File: src/rtl/mastermind_pkg.sv
// Shared definitions for the Mastermind game core: FSM state encoding and a counter width helper.
package mastermind_pkg;

    localparam int unsigned STATE_W = 3;

    localparam logic [STATE_W-1:0] LOAD_CODE  = 3'd0;
    localparam logic [STATE_W-1:0] LOAD_GUESS = 3'd1;
    localparam logic [STATE_W-1:0] SCORE      = 3'd2;
    localparam logic [STATE_W-1:0] REPORT     = 3'd3;
    localparam logic [STATE_W-1:0] WON        = 3'd4;
    localparam logic [STATE_W-1:0] LOST       = 3'd5;

    typedef enum logic [STATE_W-1:0] {
        StLoadCode  = LOAD_CODE,
        StLoadGuess = LOAD_GUESS,
        StScore     = SCORE,
        StReport    = REPORT,
        StWon       = WON,
        StLost      = LOST
    } state_e;

    // Bits needed to hold the values 0..n inclusive.
    function automatic int unsigned cnt_width(input int unsigned n);
        return (n < 1) ? 1 : $clog2(n + 1);
    endfunction

endpackage

File: src/rtl/mastermind_colour_count.sv
// Counts how many digits of a packed code/guess vector equal a given colour (purely combinational).
module mastermind_colour_count
    import mastermind_pkg::*;
#(
    parameter int unsigned NUM_PEGS = 4,
    parameter int unsigned COLOR_W  = 3
) (
    input  logic [NUM_PEGS*COLOR_W-1:0]     vec,
    input  logic [COLOR_W-1:0]              colour,
    output logic [cnt_width(NUM_PEGS)-1:0]  count
);

    always_comb begin
        count = '0;
        for (int i = 0; i < NUM_PEGS; i++) begin
            if (vec[i*COLOR_W +: COLOR_W] == colour) begin
                count = count + 1'b1;
            end
        end
    end

endmodule

File: src/rtl/mastermind_engine.sv
// Mastermind game core: digit entry, red/white scoring over one colour per cycle, win/loss tracking.
// Define MM_UNIQUE_CODE_EN to reject secret-code digits that repeat an already-entered digit.
module mastermind_engine
    import mastermind_pkg::*;
#(
    parameter int unsigned NUM_PEGS    = 4,
    parameter int unsigned COLOR_W     = 3,
    parameter int unsigned MAX_GUESSES = 8
) (
    input  logic                              clk,
    input  logic                              resetn,
    input  logic [COLOR_W-1:0]                data_in,
    input  logic                              data_valid,
    input  logic                              new_game,
    output logic [NUM_PEGS*COLOR_W-1:0]       code,
    output logic [NUM_PEGS*COLOR_W-1:0]       guess,
    output logic [$clog2(NUM_PEGS)-1:0]       entry_idx,
    output logic [cnt_width(NUM_PEGS)-1:0]    red,
    output logic [cnt_width(NUM_PEGS)-1:0]    white,
    output logic                              score_valid,
    output logic [cnt_width(MAX_GUESSES)-1:0] guess_count,
    output logic                              busy,
    output logic                              game_won,
    output logic                              game_lost,
    output logic                              code_reject
);

    localparam int unsigned NCOL   = 2 ** COLOR_W;
    localparam int unsigned CNT_W  = cnt_width(NUM_PEGS);
    localparam int unsigned GCNT_W = cnt_width(MAX_GUESSES);
    localparam int unsigned IDX_W  = $clog2(NUM_PEGS);
    localparam int unsigned CODE_W = NUM_PEGS * COLOR_W;

    state_e              state_q, state_d;
    logic [CODE_W-1:0]   code_q, code_d;
    logic [CODE_W-1:0]   guess_q, guess_d;
    logic [IDX_W-1:0]    idx_q, idx_d;
    logic [CNT_W-1:0]    red_q, red_d;
    logic [CNT_W-1:0]    white_q, white_d;
    logic [CNT_W-1:0]    acc_q, acc_d;
    logic [GCNT_W-1:0]   gcnt_q, gcnt_d;
    logic [COLOR_W-1:0]  col_q, col_d;
    logic                score_valid_q, score_valid_d;
    logic                code_reject_q, code_reject_d;

    logic [CNT_W-1:0]    cnt_code, cnt_guess, cnt_min, red_now;
    logic                last_idx;
    logic                dup_digit;

    mastermind_colour_count #(
        .NUM_PEGS (NUM_PEGS),
        .COLOR_W  (COLOR_W)
    ) u_count_code (
        .vec    (code_q),
        .colour (col_q),
        .count  (cnt_code)
    );

    mastermind_colour_count #(
        .NUM_PEGS (NUM_PEGS),
        .COLOR_W  (COLOR_W)
    ) u_count_guess (
        .vec    (guess_q),
        .colour (col_q),
        .count  (cnt_guess)
    );

    assign cnt_min  = (cnt_code < cnt_guess) ? cnt_code : cnt_guess;
    assign last_idx = (idx_q == IDX_W'(NUM_PEGS - 1));

    always_comb begin
        red_now = '0;
        for (int i = 0; i < NUM_PEGS; i++) begin
            if (code_q[i*COLOR_W +: COLOR_W] == guess_q[i*COLOR_W +: COLOR_W]) begin
                red_now = red_now + 1'b1;
            end
        end
    end

`ifdef MM_UNIQUE_CODE_EN
    // Only digits already written (index below entry_idx) take part in the duplicate check.
    always_comb begin
        dup_digit = 1'b0;
        for (int i = 0; i < NUM_PEGS; i++) begin
            if ((i < int'(idx_q)) && (code_q[i*COLOR_W +: COLOR_W] == data_in)) begin
                dup_digit = 1'b1;
            end
        end
    end
`else
    assign dup_digit = 1'b0;
`endif

    always_comb begin
        state_d       = state_q;
        code_d        = code_q;
        guess_d       = guess_q;
        idx_d         = idx_q;
        red_d         = red_q;
        white_d       = white_q;
        acc_d         = acc_q;
        gcnt_d        = gcnt_q;
        col_d         = col_q;
        score_valid_d = 1'b0;
        code_reject_d = 1'b0;

        unique case (state_q)
            StLoadCode: begin
                if (data_valid) begin
                    if (dup_digit) begin
                        code_reject_d = 1'b1;
                    end else begin
                        for (int i = 0; i < NUM_PEGS; i++) begin
                            if (idx_q == IDX_W'(i)) begin
                                code_d[i*COLOR_W +: COLOR_W] = data_in;
                            end
                        end
                        if (last_idx) begin
                            idx_d   = '0;
                            state_d = StLoadGuess;
                        end else begin
                            idx_d = idx_q + 1'b1;
                        end
                    end
                end
            end
            StLoadGuess: begin
                if (data_valid) begin
                    for (int i = 0; i < NUM_PEGS; i++) begin
                        if (idx_q == IDX_W'(i)) begin
                            guess_d[i*COLOR_W +: COLOR_W] = data_in;
                        end
                    end
                    if (idx_q == '0) begin
                        red_d   = '0;
                        white_d = '0;
                    end
                    if (last_idx) begin
                        idx_d   = '0;
                        col_d   = '0;
                        state_d = StScore;
                    end else begin
                        idx_d = idx_q + 1'b1;
                    end
                end
            end
            StScore: begin
                // First colour cycle also captures red and restarts the accumulator.
                if (col_q == '0) begin
                    red_d = red_now;
                    acc_d = cnt_min;
                end else begin
                    acc_d = acc_q + cnt_min;
                end
                if (col_q == COLOR_W'(NCOL - 1)) begin
                    state_d = StReport;
                end else begin
                    col_d = col_q + 1'b1;
                end
            end
            StReport: begin
                white_d       = acc_q - red_q;
                score_valid_d = 1'b1;
                if (gcnt_q != GCNT_W'(MAX_GUESSES)) begin
                    gcnt_d = gcnt_q + 1'b1;
                end
                if (red_q == CNT_W'(NUM_PEGS)) begin
                    state_d = StWon;
                end else if (gcnt_d == GCNT_W'(MAX_GUESSES)) begin
                    state_d = StLost;
                end else begin
                    state_d = StLoadGuess;
                end
            end
            StWon, StLost: begin
                if (new_game) begin
                    code_d  = '0;
                    guess_d = '0;
                    red_d   = '0;
                    white_d = '0;
                    gcnt_d  = '0;
                    idx_d   = '0;
                    state_d = StLoadCode;
                end
            end
            default: state_d = StLoadCode;
        endcase
    end

    always_ff @(posedge clk) begin
        if (!resetn) begin
            state_q       <= StLoadCode;
            code_q        <= '0;
            guess_q       <= '0;
            idx_q         <= '0;
            red_q         <= '0;
            white_q       <= '0;
            acc_q         <= '0;
            gcnt_q        <= '0;
            col_q         <= '0;
            score_valid_q <= 1'b0;
            code_reject_q <= 1'b0;
        end else begin
            state_q       <= state_d;
            code_q        <= code_d;
            guess_q       <= guess_d;
            idx_q         <= idx_d;
            red_q         <= red_d;
            white_q       <= white_d;
            acc_q         <= acc_d;
            gcnt_q        <= gcnt_d;
            col_q         <= col_d;
            score_valid_q <= score_valid_d;
            code_reject_q <= code_reject_d;
        end
    end

    assign code        = code_q;
    assign guess       = guess_q;
    assign entry_idx   = idx_q;
    assign red         = red_q;
    assign white       = white_q;
    assign score_valid = score_valid_q;
    assign guess_count = gcnt_q;
    assign busy        = (state_q == StScore) || (state_q == StReport);
    assign game_won    = (state_q == StWon);
    assign game_lost   = (state_q == StLost);
    assign code_reject = code_reject_q;

endmodule

File: config.mk
export PLATFORM = sky130hd
export DESIGN_NAME = mastermind_engine
export DESIGN_NICKNAME = d
export VERILOG_FILES = /design/src/rtl/mastermind_pkg.sv /design/src/rtl/mastermind_colour_count.sv /design/src/rtl/mastermind_engine.sv
export SDC_FILE = /design/constraint.sdc
export NUM_CORES = 1
export LEC_CHECK = 0
export ABC_AREA = 1
export CAP_MARGIN = 20
export CORE_ASPECT_RATIO = 1.1
export CORE_UTILIZATION = 30
export CTS_CLUSTER_SIZE = 16
export DETAILED_ROUTE_END_ITERATION = 10
export GPL_TIMING_DRIVEN = 0
export SLEW_MARGIN = 20
export SYNTH_ARGS = -nofsm -noshare
export SYNTH_HDL_FRONTEND = slang
export SYNTH_SLANG_ARGS = --single-unit
File: constraint.sdc
create_clock -name clk -period 9.1 [get_ports clk]
set_clock_uncertainty 0.2 [all_clocks]
set_input_delay 1.365 -clock clk [delete_from_list [all_inputs] [get_ports clk]]
set_output_delay 1.365 -clock clk [all_outputs]
set_load 0.01 [all_outputs]
==> results of run 1 <==
## area by class of cell
type | count | area [µm²]
Clock inverter | 2 | 60.06
Multi-Input combinational cell | 335 | 2054
Inverter | 66 | 255.2
Clock buffer | 6 | 138.9
Fill cell | 1105 | 6411
Tap cell | 143 | 178.9
Sequential cell | 46 | 920.9
Buffer | 9 | 60.06
Timing Repair Buffer | 46 | 460.4
## worst max-delay path: stages, from the launching register on
cell and delay (ps):
dfxtp_1 480, buf_6 230, xnor2_1 130, nand3_1 170, inv_1 110, ha_1 240, nand4_1 110, nand2_1 130
inv_2 80, ha_1 130, inv_1 40, nor2_1 120, xor2_1 240, ha_1 280, inv_1 90, nand4_1 190
nand4_1 170, and2_1 150, ha_1 140, inv_1 50, fa_1 370, or2_2 300, nand3_1 90, nor2_1 50
o221ai_1 160, inv_1 50
## cells in the mapped netlist, types with 2 or more instances
master / instances / area (µm²)
nand2_1: 86 / 322.8
inv_1: 47 / 176.4
dfxtp_1: 46 / 920.9
a21oi_1: 38 / 190.2
nor2_1: 35 / 131.4
o21ai_1: 28 / 140.1
xnor2_1: 27 / 236.5
ha_1: 24 / 300.3
nand3_1: 20 / 100.1
inv_2: 16 / 60.06
nand4_1: 11 / 68.82
xor2_1: 11 / 96.34
nand3_2: 6 / 60.06
clkbuf_1: 5 / 18.77
nand2_2: 4 / 25.02
o21ai_0: 4 / 20.02
a211oi_1: 3 / 22.52
a22oi_1: 3 / 22.52
buf_6: 3 / 33.78
nor3_1: 3 / 15.01
o211ai_1: 3 / 22.52
or2_1: 3 / 18.77
a21oi_2: 2 / 17.52
and2_1: 2 / 12.51
fa_1: 2 / 40.04
nor3_2: 2 / 20.02
o221ai_1: 2 / 17.52
or2_2: 2 / 12.51
xnor2_2: 2 / 32.53
## registers in the layout, indices dropped and copies added, names as in the netlist
| register | cells |
|---|---|
| state_q | 3 |
| guess_count | 4 |
| guess | 12 |
| red | 3 |
| entry_idx | 2 |
| score_valid | 1 |
| acc_q | 3 |
| code | 12 |
| white | 3 |
| col_q | 3 |
## where the power goes
part / total, mW / internal, mW / switching [mW] / leakage, nW
sequential: 0.290 / 0.240 / 0.0502 / 0.374
clock: 0.242 / 0.165 / 0.0775 / 0.0971
combinational: 1.14 / 0.459 / 0.681 / 1.29
total: 1.67 / 0.863 / 0.809 / 1.77
## path summary, 6_finish.rpt
check / from / to / slack [ps] / cells after the start
worst min-delay path: white[2]$_SDFFE_PN0P_ / white[2]$_SDFFE_PN0P_ / 260 / 2
worst max register to register: col_q[2]$_SDFFE_PN0P_ / acc_q[2]$_SDFFE_PN0P_ / 4490 / 25
worst min register to register: white[2]$_SDFFE_PN0P_ / white[2]$_SDFFE_PN0P_ / 260 / 2
worst max-delay path: col_q[2]$_SDFFE_PN0P_ / acc_q[2]$_SDFFE_PN0P_ / 4490 / 25
## kinds of logic after synthesis
group | synth area share
other | 0.001140
AND/OR/NAND/NOR | 0.2540
buffers and inverters | 0.09582
adder cells (fa/ha/maj) | 0.1034
XOR/XNOR | 0.1110
flip-flops | 0.2798
AO/OA/AOI/OAI | 0.1548
## routing by layer
| layer | global-route usage | up-vias | share of wire |
|---|---|---|---|
| met4 | 0.05238 | 0 | 0.016 |
| li1 | - | 1591 | - |
| met3 | 0.02385 | 10 | 0.023 |
| met2 | 0.2725 | 35 | 0.51 |
| met1 | 0.1939 | 1449 | 0.45 |
| met5 | 0 | - | 0 |
## cells in the final DEF (no fill, tap or decap), types with 11 or more instances in the layout
cell / Yosys / final
clkdlybuf4s50_1: 0 / 46
xnor2_1: 27 / 27
inv_1: 47 / 47
inv_2: 16 / 16
ha_1: 24 / 24
nor2_1: 35 / 35
nand2_1: 86 / 86
a21oi_1: 38 / 38
xor2_1: 11 / 11
o21ai_1: 28 / 28
nand4_1: 11 / 11
dfxtp_1: 46 / 46
nand3_1: 20 / 20
==> reports/metrics.yaml, run 1 <==
status:
  status: "complete, no violations"
cts:
  hold_buffers: 0
  clk_path_buf_depth: 2
  cts_resized: 0
  post_cts_buffers: 0
  cts_max_level: 2
  cts_root_buf: "clkbuf_16"
  cts_sinks: 46
  clk_pin_slew_ps: 60
  numCtsBuffers: 5
  cts_tree: "yes"
  insertion_delay_ps: 290
logic_synthesis:
  synth_cells: 456
  ys_types: 45
  async_reset_ff_frac: 0
  syn_area_mm2: 0.003291
  syn_nets: 489
  synth_ff_type: "dfxtp_1"
  syn_area_per_cell_um2: 7.216
  ys_seq_elements: 46
  synth_warnings: 0
  yosysSeqAreaShare: 0.2798
  synth_enable_flop_cells: 0
critical_path:
  worstSetupStartpointType: "flip-flop"
  cp_max_fo: 10
  cp.required_ps: 9090
  worstSetupEndpointType: "flip-flop"
  worstPathArrival_ps: 4600
  crit_type: "flip-flop to flip-flop"
sta:
  fmaxAchievable_ghz: 0.2169
  tightest_slew_ps: 576.3
  hold_viol_final: 0
  fin_ws_ps: 4489
  holdWs_ps: 261.0
  report.final.setup_viol: 0
  min_period_ps: 4611
  rsz0062_at_grt: "no"
  min_period_over_period: 0.5067
  slew_violations: 0
  relSlewSlack: 0.6158
  setup_tns_ps: 0
route:
  ant_nets: 0
  drt_iter0_markers: 153
  drc: 0
  wirelength_um: 8552
  wire_per_inst_um: 13.10
  via_count: 3085
  drt_pass1_iterations: 4
  via_per_inst: 4.724
pwr:
  peakVddDrop_mv: 0.1880
  leakage_nw: 1.766
  p_per_area_mw_per_mm2: 404.9
  fin_total_pwr_mw: 1.672
floorplan:
  fp.coreArea_mm2: 0.01054
  floorplan.rows: 39
  start_util: 0.3122
  die_y_um: 111.8
  dieArea_mm2: 0.01139
  num_io_pins: 48
  die_w_um: 101.9
layout:
  area_delta_synth_final_pct: 25.48
  instances_no_fill: 653
  diodes: 0
  postLayoutCellArea_mm2: 0.004129
  final_util: 0.3917
  nNetsFinal: 542
  drive_above_1_share: 0.1039
place:
  dpl_cell_area_mm2: 0.003930
  dp.cells: 645
  gp_congestion: 0.8692
  dp_hpwl_um: 6763
  portBuffers: 46
  place_ws_ps: 4467
min_path:
  hold_class: "flip-flop to flip-flop"
global_route:
  grt_antenna_before_repair: 0
  gr-total-overflow: 0
  grt_pass1_vias: 2884
  grt_pass1_wl_um: 13880
  grt_use_total: 0.1564
  grt_max_degree: 15
job:
  cap_violations: 0
Note: power is estimated with default switching activity, not from simulation.
==> inputs of run 2 (changes only) <==
- clock period: 9.1 -> 3.8 ns (I/O delays scaled with it)
==> reports/metrics.yaml, run 2 (same netlist as run 1, synthesis figures left out) <==
global_route:
  grt_antenna_before_repair: 0  # unchanged
  grtUsageMet2: 0.3027  # +0.03018
  gr-total-overflow: 0  # unchanged
  grt_max_degree: 14  # -1
  grt.met1_usage: 0.1981  # +0.004225
  grt_use_met3: 0.01946  # -0.004394
  grt_busiest_layer: "met2"
  grt_use_total: 0.1684  # +0.01193
  grt_pass1_wl_um: 14970  # +7.9%
  grt_pass1_vias: 3152  # +9.3%
cts:
  hold_buffers: 0  # unchanged
  cts_root_buf: "clkbuf_16"
  cts_max_level: 2  # unchanged
  clk_pin_slew_ps: 60  # about the same
  cts_sinks: 46  # unchanged
  clk_path_buf_depth: 2  # unchanged
  insertion_delay_ps: 290  # about the same
  cts_tree: "yes"
  numCtsBuffers: 5  # unchanged
pwr:
  p_sw_frac: 0.4643  # -0.01940
  clkPwrFrac: 0.086  # -0.059
  power_frac_seq: 0.136  # -0.037
  comb_power_share: 0.779  # +0.097
  leakage_nw: 1.980  # +12%
  peakVddDrop_mv: 0.5001  # +170%
  p_sw_mw: 2.384  # +190%
  p_per_area_mw_per_mm2: 1114  # +180%
  p_int_mw: 2.751  # +220%
sta:
  rsz0062_at_grt: "yes"
  fmaxAchievable_ghz: 0.2504  # +15%
  slew_violations: 0  # unchanged
  hold_viol_final: 0  # unchanged
  min_period_over_period: 1.051  # +0.5441
  setup_tns_ps: -314.2  # -314.2 ps
  report.final.setup_viol: 2  # +2
  tightest_slew_ps: 604.9  # +28.57 ps
  min_period_ps: 3993  # -617.6 ps
  fin_ws_ps: -192.9  # -4682 ps
  relSlewSlack: 0.5967  # -0.01905
min_path:
  min_to: "white[2]$_SDFFE_PN0P_"
  hold_depth: 2  # unchanged
  hold_class: "flip-flop to flip-flop"
  min-delay-start: "white[2]$_SDFFE_PN0P_"
place:
  dp.cells: 645  # unchanged
  dp_hpwl_um: 6755  # -0.13%
  gp_congestion: 0.8755  # +0.72%
  dpl_cell_area_mm2: 0.003950  # +0.51%
  portBuffers: 46  # unchanged
floorplan:
  num_io_pins: 48  # unchanged
  die_y_um: 111.8  # unchanged
  start_util: 0.3122  # unchanged
  die_w_um: 101.9  # unchanged
  dieArea_mm2: 0.01139  # unchanged
  fp.coreArea_mm2: 0.01054  # unchanged
  floorplan.rows: 39  # unchanged
status:
  violations: "setup timing"
  status: "finished with violations"
layout:
  area_delta_synth_final_pct: 40.08
  nFillCells: 1075  # -2.7%
  final_common_cell: "nand2_1"
  final_cell_mix: "nand2_1, clkdlybuf4s50_1, dfxtp_1"
  nNetsFinal: 580  # +7.0%
  drive_above_1_share: 0.2372  # +0.1333
  diodes: 0  # unchanged
  instances_no_fill: 691  # +5.8%
  postLayoutCellArea_mm2: 0.004609  # +12%
route:
  ant_nets: 0  # unchanged
  via_per_inst: 4.751  # +0.57%
  drt_pass1_iterations: 4  # unchanged
  wire_per_inst_um: 13.54  # +3.4%
  drt_iter0_markers: 131  # -14%
  via_count: 3283  # +6.4%
  drc: 0  # unchanged
  wirelength_um: 9357  # +9.4%
critical_path:
  reg2reg_to: "acc_q[2]$_SDFFE_PN0P_"
  r2r-start: "col_q[2]$_SDFFE_PN0P_"
  worstSetupEndpointType: "flip-flop"
  rr_worst_depth: 27  # +8.0%
  worstPathArrival_ps: 3980  # -620 ps
  cp.required_ps: 3790  # -5300 ps
  cp_max_fo: 6  # -4
  r2r_slack_ps: -190  # -4680 ps
  crit_type: "flip-flop to flip-flop"
  worstSetupStartpointType: "flip-flop"
job:
  cap_violations: 0  # unchanged
[run 2: power by group through the flow]
stage / clock network (mW) / registers [mW] / logic, mW
after floorplan: 0 / 0.704 / 2.13
after global placement: 0 / 0.701 / 2.70
after detailed placement: 0 / 0.700 / 2.79
after CTS: 0.452 / 0.696 / 3.46
after global routing: 0.469 / 0.712 / 4.45
final: 0.440 / 0.696 / 4.00
[run 2: cell type report]
class / instances / area, µm² / area share
Buffer: 9 / 76.32 / 0.01656
Clock buffer: 7 / 142.6 / 0.03094
Clock inverter: 1 / 5.005 / 0.001086
Inverter: 66 / 255.2 / 0.05537
Multi-Input combinational cell: 335 / 2267 / 0.4919
Sequential cell: 46 / 927.1 / 0.2011
Tap cell: 143 / 178.9 / 0.03882
Timing Repair Buffer: 84 / 757.0 / 0.1642
[run 2: per-stage QoR]
step / utilization / hold slack, ps / setup WS, ps / power [mW]
floorplan: - / 282.9 / 1.106 / 2.830
global placement: 0.3748 / 255.5 / -298.1 / 3.405
detailed placement: 0.3748 / 267.4 / -411.4 / 3.494
CTS: 0.4258 / 276.7 / -174.9 / 4.603
global route: 0.4373 / 314.9 / -371.2 / 5.634
finish: 0.4373 / 271.7 / -192.9 / 5.135
[run 2: layer usage]
layer / routed length [µm] / part of all wire / vias to the layer above
met5: 0 / 0 / -
met4: 247 / 0.026 / 0
met3: 230 / 0.025 / 19
met2: 4840 / 0.52 / 55
met1: 4038 / 0.43 / 1531
li1: - / - / 1678
[run 2: worst max-delay path by stage]
stage | start | to | slack (ps) | cells past startpoint
final | col_q[2]$_SDFFE_PN0P_ | acc_q[2]$_SDFFE_PN0P_ | -190 | 27
after global routing | col_q[1]$_SDFFE_PN0P_ | acc_q[2]$_SDFFE_PN0P_ | -370 | 26
after CTS | col_q[0]$_SDFFE_PN0P_ | acc_q[2]$_SDFFE_PN0P_ | -170 | 26
after detailed placement | col_q[2]$_SDFFE_PN0P_ | acc_q[1]$_SDFFE_PN0P_ | -410 | 24
after global placement | col_q[2]$_SDFFE_PN0P_ | acc_q[2]$_SDFFE_PN0P_ | -300 | 25
after floorplan | col_q[2]$_SDFFE_PN0P_ | acc_q[2]$_SDFFE_PN0P_ | 1 | 25
[run 2: worst max-delay path, stage by stage, from the launching register on]
cell	delay (ps)
dfxtp_4	350
buf_12	130
xnor2_2	130
nand3_2	120
buf_6	120
ha_4	110
nand4_1	150
buf_4	190
buf_4	120
buf_4	120
buf_4	120
buf_4	120
buf_4	120
buf_4	110
nand3_1	70
nand2_1	70
clkinv_1	50
nand4_1	140
nand4_1	150
and2_4	160
ha_4	120
inv_2	30
fa_2	350
or2_4	230
nand3_2	70
nor2_2	40
o221ai_1	150
inv_1	50
[run 2: what timing repair did]
item	4_1_cts	5_1_grt
buffers inserted	33	5
pin swaps	15	16
gates resized for setup	32	16
setup endpoints to repair	2	2
==> inputs of run 3 (changes only) <==
- CORE_UTILIZATION: 30 -> 34
==> reports/metrics.yaml, run 3 (same netlist as run 1, synthesis figures left out) <==
floorplan:
  floorplan.rows: 37  # -5.1%
  start_util: 0.3502  # +0.03795
  num_io_pins: 48  # unchanged
  die_y_um: 105.2  # -6.0%
  die_w_um: 95.80  # -5.9%
  dieArea_mm2: 0.01008  # -12%
  fp.coreArea_mm2: 0.009398  # -11%
place:
  portBuffers: 46  # unchanged
  dp.cells: 619  # -4.0%
  gp_congestion: 0.8739  # -0.18%
  place_ws_ps: -430.3  # -18.93 ps
  dpl_cell_area_mm2: 0.003918  # -0.82%
  dp_hpwl_um: 6611  # -2.1%
cts:
  cts_tree: "yes"
  cts_root_buf: "clkbuf_8"
  numCtsBuffers: 5  # unchanged
  insertion_delay_ps: 300  # about the same
  cts_sinks: 46  # unchanged
  cts_max_level: 2  # unchanged
  clk_path_buf_depth: 2  # unchanged
  clk_pin_slew_ps: 100  # +40 ps
route:
  ant_nets: 0  # unchanged
  met3_wirelength_um: 272  # +18%
  drt_iter0_markers: 150  # +15%
  top_layer: "met4"
  wire_per_inst_um: 13.96  # +3.1%
  drt_pass1_iterations: 5  # +1
  wl_met2_um: 4498  # -7.1%
  via_per_inst: 4.921  # +3.6%
  via_count: 3189  # -2.9%
  m1WireLength_um: 4015  # -0.57%
  drc: 0  # unchanged
  wirelength_um: 9049  # -3.3%
global_route:
  grt_pass1_wl_um: 14830  # -0.97%
  grt_pass1_vias: 3117  # -1.1%
  grt_use_total: 0.1867  # +0.01832
  grt_max_degree: 15  # +1
  grt_antenna_before_repair: 0  # unchanged
  gr-total-overflow: 0  # unchanged
layout:
  final_cell_mix: "nand2_1, clkdlybuf4s50_1, inv_1"
  multiInputGateArea_mm2: 0.002386  # +5.2%
  drive_above_1_share: 0.2373  # about the same
  final_util: 0.4828  # +0.04544
  postLayoutCellArea_mm2: 0.004537  # -1.6%
  diodes: 0  # unchanged
  final_common_cell: "nand2_1"
  instances_no_fill: 648  # -6.2%
  nNetsFinal: 563  # -2.9%
  area_delta_synth_final_pct: 37.87
  regArea_um2: 938.4  # +1.2%
  nFillCells: 924  # -14%
sta:
  fin_ws_ps: -164.0  # +28.98 ps
  fmaxAchievable_ghz: 0.2523  # +0.73%
  rsz0062_at_grt: "yes"
  relSlewSlack: 0.5833  # -0.01342
  min_period_over_period: 1.043  # -0.007626
  min_period_ps: 3964  # -28.98 ps
  slew_violations: 0  # unchanged
  tightest_slew_ps: 625.0  # +20.13 ps
  hold_viol_final: 0  # unchanged
  report.final.setup_viol: 2  # unchanged
min_path:
  min-delay-start: "white[2]$_SDFFE_PN0P_"
  hold_class: "flip-flop to flip-flop"
  hold_depth: 2  # unchanged
  min_to: "white[2]$_SDFFE_PN0P_"
critical_path:
  r2r-start: "col_q[2]$_SDFFE_PN0P_"
  crit_type: "flip-flop to flip-flop"
  r2r_slack_ps: -160  # +30 ps
  rr_worst_depth: 25  # -7.4%
  worstPathArrival_ps: 3970  # about the same
  worstSetupEndpointType: "flip-flop"
  cp_max_fo: 6  # unchanged
  reg2reg_to: "acc_q[2]$_SDFFE_PN0P_"
  cp.required_ps: 3810  # +20 ps
  worstSetupStartpointType: "flip-flop"
status:
  status: "finished with violations"
  violations: "setup timing"
pwr:
  peakVddDrop_mv: 0.5021  # +0.39%
  fin_total_pwr_mw: 5.064  # -1.4%
  p_per_area_mw_per_mm2: 1116  # +0.19%
  leakage_nw: 1.888  # -4.6%
job:
  cap_violations: 0  # unchanged
==> run 3: cell types whose count changed in the layout (fill, tap and decap cells not counted), sizes merged <==
cell,previous run,this run
bufinv,0,1
buf,42,25
clkbuf,12,11
clkinv,2,1
clkinvlp,0,1
==> run 3: metrics by stage <==
step	setup TNS (ps)	hold slack [ps]
global placement	-606.3	254.3
CTS	-717.3	270.9
finish	-209.5	269.9
detailed placement	-833.3	256.5
floorplan	0	282.9
global route	-768.7	295.7
==> run 3: repair_timing <==
item	CTS	global route
hold buffers	0	0
endpoints found under the setup margin	2	3
resized for setup	22	51
setup buffers	21	6
pin swaps	18	27
hold endpoints to repair	0	0
==> run 3: worst max path at each step <==
stage                                from               endpoint  slack, ps
floorplan           col_q[2]$_SDFFE_PN0P_  acc_q[2]$_SDFFE_PN0P_          1
global placement    col_q[2]$_SDFFE_PN0P_  acc_q[2]$_SDFFE_PN0P_       -310
detailed placement  col_q[2]$_SDFFE_PN0P_  acc_q[2]$_SDFFE_PN0P_       -430
CTS                 col_q[2]$_SDFFE_PN0P_  acc_q[2]$_SDFFE_PN0P_       -280
global route        col_q[2]$_SDFFE_PN0P_  acc_q[2]$_SDFFE_PN0P_       -480
finish              col_q[2]$_SDFFE_PN0P_  acc_q[2]$_SDFFE_PN0P_       -160
==> run 3: layout make-up <==
| cell class | count | share of cell area |
|---|---|---|
| flip-flops and latches | 46 | 0.2068 |
| plain buffers | 7 | 0.01020 |
| clock buffers | 6 | 0.01600 |
| well taps | 117 | 0.03227 |
| clock inverters | 2 | 0.008274 |
| inverters | 66 | 0.05847 |
| repair buffers | 69 | 0.1420 |
| multi-input cells | 335 | 0.5259 |
==> run 3: per-layer routing <==
layer | up-vias | global-route usage
met5 | - | 0
met3 | 20 | 0.02038
met2 | 60 | 0.3184
met4 | 0 | 0.06930
li1 | 1636 | -
met1 | 1473 | 0.2376
==> run 3: worst max-delay path, stage by stage (launching register included) <==
cell and delay [ps]:
dfxtp_4 380, buf_12 150, xnor2_4 180, nand3_4 100
inv_4 90, ha_4 200, nand4_1 120, nand2_2 70
inv_2 80, ha_4 130, inv_2 40, nor2_4 110
xor2_2 170, ha_1 260, inv_2 60, nand4_1 140
nand4_1 150, and2_1 140, ha_2 170, inv_2 40
fa_2 330, or2_4 260, nand3_4 60, nor2_2 40
o221ai_2 150, inv_1 50
==> run 3: report_power, final <==
part,switching (mW),internal [mW]
registers,0.155,0.578
clock network,0.179,0.197
logic,2.02,1.94
total,2.35,2.71
